--- src/rtl/adc_dc_offset_canceller.sv ---
// Per-lane DC offset estimation (block averaging) and removal on the parallel ADC bus.
// A shared control FSM sequences the lanes; each lane owns its accumulator, estimate and correction pipe.

module adc_dc_lane #(
   parameter int LOG2_AVG = 12
) (
   input  logic        clock,
   input  logic        reset,
   input  logic [15:0] sample,
   input  logic        acc_en,
   input  logic        acc_clr,
   input  logic        commit,
   output logic [15:0] corrected,
   output logic [15:0] offset
);
   localparam int AW = 16 + LOG2_AVG;

   logic signed [AW-1:0] acc;
   logic signed [AW-1:0] sum;
   logic signed [16:0]   diff;

   // Wide enough for 2^LOG2_AVG full-scale samples, so the sum never wraps.
   assign sum = acc + {{LOG2_AVG{sample[15]}}, sample};

   always_ff @(posedge clock) begin
      if (reset) begin
         acc       <= '0;
         offset    <= '0;
         diff      <= '0;
         corrected <= '0;
      end else begin
         diff <= {sample[15], sample} - {offset[15], offset};
         // Out of 16-bit range exactly when the two top bits of the 17-bit difference disagree.
         corrected <= (diff[16] != diff[15]) ? {diff[16], {15{~diff[16]}}} : diff[15:0];
         if (commit) begin
            // Dropping the low LOG2_AVG bits of a two's-complement sum is a floor divide.
            offset <= sum[LOG2_AVG +: 16];
            acc    <= '0;
         end else if (acc_clr) begin
            acc <= '0;
         end else if (acc_en) begin
            acc <= sum;
         end
      end
   end
endmodule

module adc_dc_offset_canceller #(
   parameter int NUMBER_OF_LINE = 8,
   parameter int LOG2_AVG       = 12
) (
   input  logic                                 clock,
   input  logic                                 reset,
   input  logic [NUMBER_OF_LINE-1:0][15:0]      adc_data,
   input  logic                                 enable,
   input  logic                                 freeze,
   output logic [NUMBER_OF_LINE-1:0][15:0]      adc_data_out,
   output logic [NUMBER_OF_LINE-1:0][15:0]      dc_offset,
   output logic                                 offset_update
);
   localparam logic [1:0] ST_IDLE   = 2'd0;
   localparam logic [1:0] ST_ACCUM  = 2'd1;
   localparam logic [1:0] ST_UPDATE = 2'd2;

   logic [1:0]          state;
   logic [LOG2_AVG-1:0] cnt;
   logic                acc_run;
   logic                last;
   logic                acc_en;
   logic                acc_clr;
   logic                commit;

   always_comb begin
      acc_run = (state == ST_ACCUM) && enable && !freeze;
      last    = (cnt == '1);
      commit  = acc_run && last;
      acc_en  = acc_run && !last;
      // Abort (enable low) wins over freeze; outside ACCUM the sums stay at zero.
      acc_clr = (state != ST_ACCUM) || !enable;
   end

   always_ff @(posedge clock) begin
      if (reset) begin
         state <= ST_IDLE;
         cnt   <= '0;
      end else begin
         case (state)
            ST_IDLE: begin
               cnt <= '0;
               if (enable && !freeze) state <= ST_ACCUM;
            end
            ST_ACCUM: begin
               if (!enable) begin
                  cnt   <= '0;
                  state <= ST_IDLE;
               end else if (!freeze) begin
                  if (last) begin
                     cnt   <= '0;
                     state <= ST_UPDATE;
                  end else begin
                     cnt <= cnt + 1'b1;
                  end
               end
            end
            ST_UPDATE: begin
               cnt   <= '0;
               state <= (enable && !freeze) ? ST_ACCUM : ST_IDLE;
            end
            default: begin
               cnt   <= '0;
               state <= ST_IDLE;
            end
         endcase
      end
   end

   assign offset_update = (state == ST_UPDATE);

   for (genvar i = 0; i < NUMBER_OF_LINE; i++) begin : g_lane
      adc_dc_lane #(.LOG2_AVG(LOG2_AVG)) u_lane (
         .clock     (clock),
         .reset     (reset),
         .sample    (adc_data[i]),
         .acc_en    (acc_en),
         .acc_clr   (acc_clr),
         .commit    (commit),
         .corrected (adc_data_out[i]),
         .offset    (dc_offset[i])
      );
   end
endmodule

--- config.mk ---
export PLATFORM = sky130hd
export DESIGN_NAME = adc_dc_offset_canceller
export DESIGN_NICKNAME = d
export VERILOG_FILES = /design/src/rtl/adc_dc_offset_canceller.sv
export SDC_FILE = /design/constraint.sdc
export NUM_CORES = 2
export LEC_CHECK = 0
export BUFFER_PORTS_ARGS = -buffer_cell sky130_fd_sc_hd__buf_2
export CORE_UTILIZATION = 65
export CTS_CLUSTER_SIZE = 10
export DETAILED_ROUTE_END_ITERATION = 12
export GPL_TIMING_DRIVEN = 0
export PLACE_DENSITY = 0.87
export SYNTH_ARGS = -nofsm -noshare
export SYNTH_HDL_FRONTEND = slang
export SYNTH_HIERARCHICAL = 1
export SYNTH_SLANG_ARGS = --single-unit
--- constraint.sdc ---
create_clock -name clock -period 10.04 [get_ports clock]
set_input_delay 1.506 -clock clock [delete_from_list [all_inputs] [get_ports clock]]
set_output_delay 1.506 -clock clock [all_outputs]
set_load 0.01 [all_outputs]
==> results.txt <==
----------------------------------------------------
[Global route]
  Total global routing track utilization ... between 30% and 40%
  Maximum number of pins on one net before global-route repair ... 24
  First-pass GRT wire length ... between 150000 and 200000 um
  Sum of overflow across all layers after global routing ... 0
  Vias in the first global route ... around 35000
  Initial antenna violation count ... 10

[Drt]
  Routed wire length ... 111000 um
  DRC violation count after routing ... 0
  Antenna Nets Post-Route ... 0
  Routed WL per cell ... 18.4 um
  Via total after detailed routing ... 37200
  Starting DRC count in detailed routing ... between 2000 and 3000
  Via-to-Cell Ratio ... between 6 and 7
  Initial DRT Pass Iterations ... 6

[Timing]
  Setup TNS after final layout ... 0 ps
  Maximum achievable frequency ... roughly 0.2 GHz
  Worst clock skew on the final layout ... about 22 ps
  Final setup viols ... 0
  Period Utilization, post-route ... approximately 50%
  Setup repair after global routing missed its margin ... no
  Setup slack after layout ... roughly 5000 ps
  Max_slew headroom ... 19.3%
  Worst-margin pin slew ... 1210 ps
  Count of final hold-check violations ... 0
  Final slew viol count ... 0
  Final min period ... ~5000 ps

[Setup path]
  Worst setup path class ... primary input to register
  CP Data Arrival Time ... 5520 ps
  Setup slack, reg-to-reg ... 5440 ps
  CP most frequent cell ... clkbuf_1
  Critical Path Slowest Stage Cell ... nor3_2
  Type of origin of the critical path ... primary input
  Crit-path max cell delay ... roughly 1200 ps
  Type of element capturing the critical path ... register
  Cells traversed along the worst timing path ... buf_2 > nand2_1 > nor3_2 > buf_8 > clkbuf_1 > clkbuf_1 > buf_1 > mux2i_1 > nor2_1
  Worst flop-to-flop path startpoint ... state[0]$_SDFFE_PP0P_
  Path depth of the worst reg2reg path ... 9
  Max Fanout on Critical Path ... 18
  Required time of the critical path ... 10520 ps
  R2R Path End ... g_lane[0].u_lane/acc[10]$_SDFFE_PP0P_

[Pwr]
  Power density normalized to cell area ... roughly 130 nW/um^2
  Leakage ... approximately 0.019 uW
  Largest vdd supply drop ... about 0.16 mV

[Floorplan]
  FP Rows ... 89
  Starting utilization of the core area ... 66.3%
  Number of placed I/O pins ... between 300 and 400
  Placeable Area ... a little under 60000 sq um
  Horizontal die dimension ... 248 um
  Die area ... around 62000 sq um
  Die Span Y ... 248 um

[CTS]
  Number of buffers created by CTS ... 76
  Count of instances resized after the clock tree is built ... 0
  CTS hold repair buffers ... 0
  Clock edge transition at the registers on the reported setup and hold paths ... ~50 ps
  Post-CTS setup buffer count ... 0
  CTS tree ... done
  Root buffer selected by CTS ... clkbuf_16
  H-tree levels ... 3
  CTS Buffer Depth ... 3
  Worst skew pair latency ... about 630 ps
  Sinks on the clock net ... 630

[Cells and area]
  Area growth syn-to-layout ... 13.0%
  Share of final-layout standard cells stronger than drive strength 1 ... between 10% and 20%
  Fill cell total of the finished layout ... between 4000 and 5000
  Number of non-filler instances in the completed layout ... roughly 6000
  Final cell area excluding filler cells ... about 45000 sq um
  Final Core Density ... between 70% and 80%
  Layout net count ... around 5700

[Synth]
  Avg Inst Size Synth ... 8.27 sq um
  Post-synthesis sequential area ratio ... 32.0%
  Most frequently used flop master after synthesis ... dfxtp_1
  Top-count cell post-synth ... dfxtp_1
  Flops & latches, synth ... 630
  Number of distinct library cells after synthesis ... roughly 110
  Biggest area consumer among synthesized cells ... dfxtp_1
  Synthesized netlist net count ... about 5300
  Number of warnings issued by yosys ... 6
  Fraction of synthesized cell area taken by the top area cell type ... a little under a third
  Post-synthesis cell area ... between 30000 and 40000 sq um
  Number of flops mapped to enable cells by yosys ... 0
  Number of standard cells after synthesis ... ~4800
  Top cells by count, synth ... dfxtp_1, nor2_1, a21oi_1, nand2_1, ha_1
  Fraction of registers with async set or reset after synthesis ... 0%
  Area contributors post-synth ... dfxtp_1, ha_1, a21oi_1

[Place]
  Port buffer count ... about 390
  Routability congestion estimate ... roughly 0.97
  Post-DP HPWL ... approximately 84000 um
  Placed cell area ... about 42000 sq um
  Post-placement cell count ... 5929
  Worst slack, placed ... about 4500 ps

[Hold path]
  Hold EP ... g_lane[0].u_lane/corrected[14]$_SDFF_PP0_
  Min-Delay Path Depth ... 2
  Kind of path behind the tightest hold check ... register to register
  Hold wc startpoint ... g_lane[0].u_lane/diff[14]$_SDFF_PP0_

[Job]
  Max Cap Viol ... 0

[Outcome]
  Result of the run ... finished, final reports clean

----------------------------------------------------
[placed cells by master (no fill, tap or decap), types with 141 or more instances in the layout]
cell,synthesis,final
a21o_1,141,141
dfxtp_1,630,630
o21ai_0,160,160
clkbuf_1,170,181
a21oi_1,444,444
nor2_1,483,482
xnor2_1,145,145
nand2_1,433,433
nand3_1,155,155
inv_1,245,245
mux2i_1,179,179
buf_2,18,405
ha_1,361,361
[how the worst max path moves through the flow]
stage,startpoint,to,slack [ps]
6_report,enable,g_lane[0].u_lane/acc[10]$_SDFFE_PP0P_,5000
2_1_floorplan,freeze,g_lane[6].u_lane/acc[0]$_SDFFE_PP0P_,5390
5_1_grt,enable,g_lane[0].u_lane/acc[16]$_SDFFE_PP0P_,4960
4_1_cts,enable,g_lane[0].u_lane/acc[10]$_SDFFE_PP0P_,5180
3_3_place_gp,enable,g_lane[0].u_lane/acc[17]$_SDFFE_PP0P_,2220
3_5_place_dp,enable,g_lane[0].u_lane/acc[13]$_SDFFE_PP0P_,4530
[where the power goes]
group	switching, uW	internal (uW)	leakage, uW	total, uW
clock network	1030	1430	0.00106	2460
logic	492	289	0.0130	781
registers	31.6	2610	0.00514	2640
total	1550	4330	0.0192	5880
[kinds of logic after synthesis]
family / count (synthesis) / synth area share (%)
and+or+nand+nor: 1629 / 20.2
DFF: 630 / 32.0
buffers and inverters: 468 / 4.64
adders and majority gates: 377 / 12.3
xor gates and xnor gates: 217 / 4.89
AOI/OAI and AO/OA: 1257 / 21.2
muxes: 189 / 4.83
[metal layers]
layer / up-vias / GRT usage (%) / routed length (um)
li1: 18100 / - / -
met1: 17300 / 42.9 / 46400
met2: 1502 / 58.5 / 52100
met3: 336 / 5.55 / 7690
met4: 8 / 16.3 / 5030
met5: - / 0 / 55
[flip-flops by register name (all words and copies together), names as in the netlist]
register and cells:
g_lane.u_lane/diff 136, state 2, g_lane.u_lane/acc 224, cnt 12, g_lane.u_lane/corrected 128, g_lane.u_lane/offset 128
[critical path, delay by kind of cell]
family                 cells  cell delay [ps]
AND/OR/NAND/NOR            3             1910
buffers and inverters      5             1820
multiplexers               1              270
[metrics by stage]
step           total power, uW  hold WS, ps
2_1_floorplan             3190          422
3_3_place_gp              3430          429
3_5_place_dp              3450          436
4_1_cts                   5900          446
5_1_grt                   6090          454
6_report                  5880          443
[area by class of cell]
class	count	area, sq um	area share, %
well taps	773	967	2.17
plain buffers	222	907	2.04
clock buffers	94	2060	4.63
diodes	8	20.0	0.0450
clock inverters	9	82.6	0.185
repair buffers	389	1960	4.41
inverters	246	923	2.07
flip-flops and latches	630	12600	28.3
multi-input cells	3669	25000	56.1
Note: power is estimated with default switching activity, not from simulation.
